## config.mk

```make
export PLATFORM = sky130hd
export DESIGN_NAME = instr_fetch_unit
export DESIGN_NICKNAME = d
export VERILOG_FILES = /design/src/rtl/cpu_pkg.sv /design/src/rtl/if_out_reg.sv /design/src/rtl/instr_fetch_unit.sv
export SDC_FILE = /design/constraint.sdc
export NUM_CORES = 1
export LEC_CHECK = 0
export BUFFER_PORTS_ARGS = -buffer_cell sky130_fd_sc_hd__buf_4
export CAP_MARGIN = 30
export CORE_MARGIN = 3
export CORE_UTILIZATION = 47
export DETAILED_ROUTE_END_ITERATION = 7
export GPL_TIMING_DRIVEN = 0
export PLACE_DENSITY = 0.81
export RECOVER_POWER = 25
export SYNTH_ARGS = -nofsm -noshare
export SYNTH_HDL_FRONTEND = slang
export SYNTH_HIERARCHICAL = 1
export SYNTH_SLANG_ARGS = --single-unit
```

## constraint.sdc

```tcl
create_clock -name clk -period 2.4 [get_ports clk]
set_input_delay 0.24 -clock clk [delete_from_list [all_inputs] [get_ports clk]]
set_output_delay 0.24 -clock clk [all_outputs]
set_load 0.02 [all_outputs]
```

## src/rtl/cpu_pkg.sv

```systemverilog
// cpu_pkg: shared fetch-path widths, PC increment and fetch FSM encoding
package cpu_pkg;
    localparam int ADDR_W = 32;
    localparam int DATA_W = 32;
    localparam int PC_INC = 4;
    typedef enum logic [1:0] {IDLE = 2'd0, REQ = 2'd1, WAIT = 2'd2, HOLD = 2'd3} fetch_state_e;
endpackage

```

## src/rtl/if_out_reg.sv

```systemverilog
// if_out_reg: fetch-to-decode holding register; load sets valid, clr drops it
module if_out_reg import cpu_pkg::*; #(
    parameter int AW = ADDR_W,
    parameter int DW = DATA_W
) (
    input  logic          clk,
    input  logic          resetb,
    input  logic          load,
    input  logic          clr,
    input  logic [DW-1:0] d_instr,
    input  logic [AW-1:0] d_pc,
    output logic          valid,
    output logic [DW-1:0] instr,
    output logic [AW-1:0] pc
);
    always_ff @(posedge clk) begin
        if (!resetb) begin
            valid <= 1'b0;
            instr <= '0;
            pc    <= '0;
        end else if (load) begin
            valid <= 1'b1;
            instr <= d_instr;
            pc    <= d_pc;
        end else if (clr) begin
            valid <= 1'b0;
        end
    end
endmodule

```

## src/rtl/instr_fetch_unit.sv

```systemverilog
// instr_fetch_unit: single-outstanding instruction fetch with PC update and redirect squash
module instr_fetch_unit import cpu_pkg::*; #(
    parameter int ADDR_W = cpu_pkg::ADDR_W,
    parameter int DATA_W = cpu_pkg::DATA_W,
    parameter int PC_INC = cpu_pkg::PC_INC
) (
    input  logic              clk,
    input  logic              resetb,
    input  logic [ADDR_W-1:0] pc,
    output logic [ADDR_W-1:0] pc_next,
    output logic              pc_en,
    input  logic              redirect,
    input  logic [ADDR_W-1:0] redirect_target,
    output logic              imem_req,
    output logic [ADDR_W-1:0] imem_addr,
    input  logic              imem_gnt,
    input  logic              imem_rvalid,
    input  logic [DATA_W-1:0] imem_rdata,
    output logic              if_valid,
    output logic [DATA_W-1:0] if_instr,
    output logic [ADDR_W-1:0] if_pc,
    input  logic              if_ready
);
    fetch_state_e state, state_d;
    logic drop, drop_d, load, clr;
    logic [ADDR_W-1:0] pc_q;

    assign imem_addr = pc;

    always_ff @(posedge clk) begin
        if (!resetb) begin
            state <= IDLE;
            drop  <= 1'b0;
            pc_q  <= '0;
        end else begin
            state <= state_d;
            drop  <= drop_d;
            if (imem_req && imem_gnt) pc_q <= pc;
        end
    end

    // drop marks a response that belongs to a fetch squashed by a redirect
    always_comb begin
        imem_req = (state == REQ) && !redirect;
        pc_en    = redirect || (imem_req && imem_gnt);
        pc_next  = redirect ? redirect_target : pc + ADDR_W'(PC_INC);
        state_d  = state;
        drop_d   = drop;
        load     = 1'b0;
        clr      = 1'b0;
        case (state)
            IDLE: state_d = REQ;
            REQ:  state_d = (imem_req && imem_gnt) ? WAIT : REQ;
            WAIT: begin
                if (imem_rvalid) begin
                    drop_d  = 1'b0;
                    load    = !drop && !redirect;
                    state_d = load ? HOLD : REQ;
                end else if (redirect) begin
                    drop_d = 1'b1;
                end
            end
            HOLD: begin
                clr     = if_ready || redirect;
                state_d = clr ? REQ : HOLD;
            end
            default: state_d = IDLE;
        endcase
    end

    if_out_reg #(.AW(ADDR_W), .DW(DATA_W)) u_out (
        .clk     (clk),
        .resetb  (resetb),
        .load    (load),
        .clr     (clr),
        .d_instr (imem_rdata),
        .d_pc    (pc_q),
        .valid   (if_valid),
        .instr   (if_instr),
        .pc      (if_pc)
    );
endmodule

```

==> results of run 1 <==
-- Yosys cell counts (all sizes together), types with 2 or more instances --
cell type	count
or3	10
a21oi	3
and2	3
nor4	3
xor2	2
dfxtp	100
nand3	10
nor3	4
a31oi	14
mux2	3
xnor2	11
and4	2
a21boi	33
nand2	91
mux2i	64
o21ai	25
nand4	7
or4	5
inv	7
nor2	22
nor2b	68
buf	43
clkbuf	24
and3	3
o31ai	3
-- flip-flops by register name, indices dropped and copies added, names as in the netlist --
signal       count
u_out/instr     32
state            2
drop             1
pc_q            32
u_out/valid      1
u_out/pc        32
-- cell families after synthesis --
family,count (synthesis)
simple gates,230
xor+xnor,13
mux,67
fa+ha+maj,1
compound gates,82
buf+inv,74
flops,100
-- layout by cell type (no fill, tap or decap), types with 11 or more instances in the layout --
master    count
a21boi_0     33
a31oi_1      13
buf_4       216
clkbuf_1     77
dfxtp_1     100
mux2i_1      64
nand2_1      91
nor2_1       22
nor2b_1      68
o21ai_0      25
xnor2_1      11
-- power by group through the flow --
stage	Combinational, mW	Clock [mW]	Sequential, mW
floorplan	0.312	0	1.74
global placement	0.644	0	1.73
detailed placement	0.654	0	1.73
CTS	0.660	1.15	1.70
global route	0.692	1.21	1.70
finish	0.641	1.13	1.70
-- stage by stage --
| step | hold slack [ps] | worst slack, ps |
|---|---|---|
| floorplan | 384.9 | 173.0 |
| global placement | 451.4 | -86.51 |
| detailed placement | 458.2 | -105.5 |
| CTS | 121.1 | 6.806 |
| global route | 138.0 | 19.88 |
| finish | 140.0 | 69.46 |
-- repair_timing --
| action | in CTS | in global routing |
|---|---|---|
| setup endpoints to repair | 4 | 5 |
| gates resized for setup | 4 | 4 |
| pin swaps | 1 | 5 |
| setup buffers | 0 | 4 |
-- cell type report --
cell class	instances	area (um2)
Fill cell	883	3331
Multi-Input combinational cell	393	2542
Sequential cell	100	2002
Timing Repair Buffer	235	1569
Buffer	67	474.2
Tap cell	136	170.2
Clock buffer	10	127.6
Clock inverter	6	81.33
Inverter	7	26.28
-- how the worst min path moves through the flow --
stage	startpoint	to	slack, ps	cells after the start
final	imem_rdata[3]	u_out/instr[3]	140	3
after CTS	imem_rdata[3]	u_out/instr[3]	120	3
after global placement	pc_q[27]	pc_q[27]	450	2
after detailed placement	pc_q[27]	pc_q[27]	460	2
after global routing	imem_rdata[24]	u_out/instr[24]	140	3
after floorplan	pc[5]	pc_q[5]	380	2
-- worst reg2reg max path: cells and delay by family, from the launching register on --
kind                   cells  cell delay [ps]
buffers and inverters      2              650
DFF                        1              400
AOI/OAI and AO/OA          1              190
and+or+nand+nor            3              640
-- routing by layer --
layer / global-route usage / wire length [um]
met3: 0.05033 / 1320
met4: 0.08206 / 267
met1: 0.2834 / 5729
met5: 0 / 0
met2: 0.4285 / 7518
==> flow_summary.json, run 1 <==
{
  "swShare": 0.2790,
  "syn_area_mm2": 0.005002,
  "combPwrFrac": 0.185,
  "grt_first_pass_wirelength_mm": 22.56,
  "powerDensity_mw_per_mm2": 495.4,
  "cts_root_buffer": "clkbuf_8",
  "clk_pin_slew_ps": 110,
  "cp-end-kind": "primary output",
  "cts_buffer_depth": 2,
  "period_needed_ps": 2331,
  "outcome": "completed",
  "total_power_mw": 3.464,
  "numCtsBuffers": 9,
  "antennaDiodeCount": 0,
  "cts_tree": "yes",
  "die_h_um": 109.2,
  "r2r-end": "pc_q[24]",
  "synthMuxAreaShare": 0.1348,
  "synth-async-reset-ratio": 0,
  "ios": 233,
  "crit_family": "simple AND/OR/NAND/NOR gates",
  "synthAdderAreaFrac": 0.002501,
  "synth_fp_nets": 670,
  "finalHoldViolations": 0,
  "grt_pass1_vias": 4704,
  "grtUsageTotal": 0.2398,
  "path_depth": 7,
  "final_core_util": 0.6774,
  "placedInstanceArea_mm2": 0.006907,
  "hp-class": "in -> reg",
  "dieArea_mm2": 0.01192,
  "crit_path_top_delay_cell": "or4_4",
  "synth_ff_type": "dfxtp_1",
  "grt_max_degree": 19,
  "gp_congestion": 0.9055,
  "avgSynthCellArea_um2": 8.822,
  "setup_tns_ps": 0,
  "synth_area_leaders": "dfxtp_1 (40%), mux2i_1 (13%), nor2b_1 (8.5%)",
  "ys_seq_area_frac": 0.4002,
  "num_vias": 4831,
  "p_clk_frac": 0.325,
  "synth_top_family_by_area": "simple AND/OR/NAND/NOR gates",
  "core_area_mm2": 0.01032,
  "ant_nets": 0,
  "synth_compound_area_frac": 0.1068,
  "die_w_um": 109.2,
  "drt_pass1_iterations": 4,
  "netlist.area_leader.share": 0.4002,
  "drv_cap": 0,
  "rows": 37,
  "p_leak_nw": 2.709,
  "holdBufCountCts": 0,
  "switchingPower_mw": 0.9666,
  "worst_slew_pin_slew_ps": 608.6,
  "critPathMaxFanout": 5,
  "relSlewSlack": 0.5942,
  "wire_per_inst_um": 15.55,
  "drt-initial-drc-count": 265,
  "endpoint": "pc_next[30]",
  "cp_slowest_stage_delay_ps": 550,
  "reg2reg_depth": 6,
  "drc": 0,
  "worstPathArrival_ps": 2090,
  "yosysWarnings": 6,
  "critPathBufInv": 2,
  "r2r-start": "state[0]",
  "ys_seq_elements": 100,
  "crit_start": "pc[3]",
  "intPower_mw": 2.498,
  "power_frac_seq": 0.490,
  "htreeDepth": 3,
  "synthCells": 567,
  "path_cells": "buf_4 > ha_4 > nand4_4 > or4_4 > or4_1 > a31oi_2 > buf_4",
  "dp_cells": 934,
  "drive_gt1_frac": 0.3068,
  "peakVddDrop_mv": 0.2575,
  "design_area_mm2": 0.006993,
  "worst_skew_pair.late_latency_ps": 350,
  "globalRouteOverflowTotal": 0,
  "fin_crit_sh": 0.9711,
  "clock-sinks": 100,
  "rsz0062_at_grt": "no",
  "finalMaxSlewViolations": 0,
  "reg2reg_slack_ps": 440,
  "antenna_found_initial": 0,
  "dp_hpwl_mm": 11.50,
  "wl_mm": 14.84,
  "setup_viol": 0,
  "synth_top_cell_by_area": "dfxtp_1",
  "synth_edf_count": 0,
  "synth-xor-area-share": 0.02276,
  "initial_core_util": 0.4845,
  "ys_types": 38,
  "cpMostUsedCell": "buf_4",
  "numPortBuffers": 231,
  "cp-start-kind": "primary input",
  "instances_no_fill": 954,
  "via_per_inst": 5.064,
  "critPathKind": "in -> out",
  "fin_nets": 916,
  "synth-simple-area-share": 0.2349,
  "achievable-frequency_ghz": 0.4291,
  "final.setup_skew_ps": 8.973,
  "cp.required_ps": 2160,
  "areaGrowthSynthToFinish_pct": 39.79
}
(Power assumes the default switching activity.)
==> run 2, diff against run 1 <==
- ABC_AREA: not set -> 1
- CORE_MARGIN: 3 -> 10
==> flow_summary.json, run 2 <==
{
  "p_leak_nw": 3.436,
  "critPathMaxFanout": 10,
  "fin_ws_ps": 380.3,
  "placedInstanceArea_mm2": 0.006889,
  "via_per_inst": 4.921,
  "worst_slew_pin_slew_ps": 634.2,
  "areaGrowthSynthToFinish_pct": 38.69,
  "fin_nets": 1082,
  "swShare": 0.2735,
  "synth_edf_count": 0,
  "wire_per_inst_um": 15.79,
  "grt_max_degree": 17,
  "drt_pass1_iterations": 6,
  "intPower_mw": 2.632,
  "final_cell_mix": "buf_4 (211), nor2_1 (191), nand2_1 (145)",
  "final_core_util": 0.6686,
  "synth_fp_nets": 839,
  "cts_root_buffer": "clkbuf_8",
  "ys_top_cells_by_count": "nor2_1 (191), nand2_1 (145), dfxtp_1 (100)",
  "synth_ff_type": "dfxtp_1",
  "ys_types": 29,
  "design_area_mm2": 0.006903,
  "setup_tns_ps": 0,
  "synth-async-reset-ratio": 0,
  "dieArea_mm2": 0.01511,
  "finalMaxSlewViolations": 0,
  "numCtsBuffers": 9,
  "netlist.area_leader.share": 0.4022,
  "reg2reg_slack_ps": 780,
  "period_needed_ps": 2020,
  "numPortBuffers": 232,
  "drt-initial-drc-count": 401,
  "combPwrFrac": 0.195,
  "drive_gt1_frac": 0.2774,
  "power_frac_seq": 0.477,
  "die_h_um": 122.9,
  "rsz0062_at_grt": "no",
  "num-fill-cells": 998,
  "syn_area_mm2": 0.004977,
  "total_power_mw": 3.622,
  "pre_cts_ws_ps": 378.4,
  "dp_hpwl_mm": 14.11,
  "grtUsageTotal": 0.2235,
  "setup_viol": 0,
  "cp_slowest_stage_delay_ps": 530,
  "finalHoldViolations": 0,
  "cp-end-kind": "primary output",
  "holdBufCountCts": 0,
  "clk_pin_slew_ps": 100,
  "die_w_um": 122.9,
  "antennaDiodeCount": 0,
  "peakVddDrop_mv": 0.3686,
  "fin_crit_sh": 0.8415,
  "final.setup_skew_ps": 11.45,
  "initial_core_util": 0.4821,
  "crit_family": "buffers and inverters",
  "gp_congestion": 0.9101,
  "yosysMostFrequentCell": "nor2_1",
  "ant_nets": 0,
  "synthCells": 736,
  "achievable-frequency_ghz": 0.4951,
  "worst_skew_pair.late_latency_ps": 360,
  "htreeDepth": 3,
  "outcome": "completed",
  "cts_buffer_depth": 2,
  "yosysWarnings": 6,
  "cp-start-kind": "primary input",
  "num_vias": 5511,
  "rows": 37,
  "ys_seq_area_frac": 0.4022,
  "cts_tree": "yes",
  "critPathBufInv": 4,
  "hp-class": "in -> reg",
  "synth_top_cell_by_area": "dfxtp_1",
  "drc": 0,
  "relSlewSlack": 0.5772,
  "synth_area_leaders": "dfxtp_1 (40%), nor2_1 (14%), nand2_1 (11%)",
  "final_common_cell": "buf_4",
  "reg.largest.list": "pc_q: 32 flops, u_out/instr: 32 flops, u_out/pc: 32 flops",
  "core_area_mm2": 0.01032,
  "antenna_found_initial": 0,
  "wl_mm": 17.68,
  "avgSynthCellArea_um2": 6.763,
  "postCtsSetupBuffers": 0,
  "switchingPower_mw": 0.9906,
  "drv_cap": 0,
  "crit_path_top_delay_cell": "buf_1",
  "cts_resized": 0,
  "grt_pass1_vias": 5370,
  "p_clk_frac": 0.328,
  "globalRouteOverflowTotal": 0,
  "clock-sinks": 100,
  "ys_seq_elements": 100,
  "powerDensity_mw_per_mm2": 524.7,
  "path_cells": "buf_4 > clkbuf_1 > buf_1 > nand2_1 > nand2_1 > buf_4",
  "critPathKind": "in -> out",
  "worstPathArrival_ps": 1780,
  "grt_first_pass_wirelength_mm": 26.96,
  "cp.required_ps": 2160,
  "ios": 233
}
[run 2: cell count changes after synthesis, sizes merged, moves of 9 or more]
cell,before,now
nor2,22,210
o21ai,25,110
nor2b,68,0
mux2i,64,0
nand2,91,146
a21boi,33,0
inv,7,33
nand3,10,32
a21oi,3,20
a31oi,14,1
or3,10,0
xnor2,11,1
buf,43,52
[run 2: cell type report]
cell class,count,area [um2],area share
plain buffers,70,516.7,0.07486
clock buffers,11,141.4,0.02048
clock inverters,5,82.58,0.01196
inverters,33,128.9,0.01867
multi-input cells,533,2330,0.3375
flip-flops and latches,100,2002,0.2900
well taps,136,170.2,0.02465
repair buffers,232,1531,0.2219
[run 2: power groups by stage]
| stage | clock network [mW] | logic [mW] | registers [mW] |
|---|---|---|---|
| 4_1_cts | 1.21 | 0.738 | 1.73 |
| 5_1_grt | 1.27 | 0.769 | 1.73 |
| 3_3_place_gp | 0 | 0.728 | 1.76 |
| 6_report | 1.19 | 0.707 | 1.73 |
| 2_1_floorplan | 0 | 0.347 | 1.78 |
| 3_5_place_dp | 0 | 0.735 | 1.76 |
[run 2: worst register-to-register path, cell delays in order (launching register included)]
cell	delay, ps
dfxtp_1	310
inv_1	70
nand2_1	60
inv_1	90
nand3_1	100
nor2_1	190
buf_6	180
inv_2	50
buf_8	150
buf_8	140
nor2_1	130
nor2_1	70
[run 2: through the flow]
step	cells	hold WS, ps
finish	1120	98.64
global route	1120	87.00
CTS	1120	85.10
detailed placement	1104	451.2
global placement	1104	444.7
floorplan	736	374.9
[run 2: routing by layer]
layer  track usage  vias to the layer above  share of wire
met3       0.08113                       28           0.12
met1        0.2511                     2454           0.39
met4       0.08763                        0          0.020
met2        0.3788                      238           0.47
li1              -                     2791              -
met5             0                        -              0
[run 2: logic make-up (layout without fill, tap and decap cells)]
logic type	Yosys count	in the layout	share of synthesized area
simple gates	397	397	0.3258
compound gates	132	132	0.1345
flops	100	100	0.4022
buf+inv	103	351	0.1297
fa+ha+maj	1	1	0.002513
xor+xnor	3	3	0.005280
[run 2: final timing paths]
path,start,to,depth (start not counted)
worst max-delay path,redirect,pc_next[1],6
worst min register to register,drop,drop,2
worst min-delay path,imem_rdata[21],u_out/instr[21],3
worst max register to register,state[0],u_out/instr[0],11
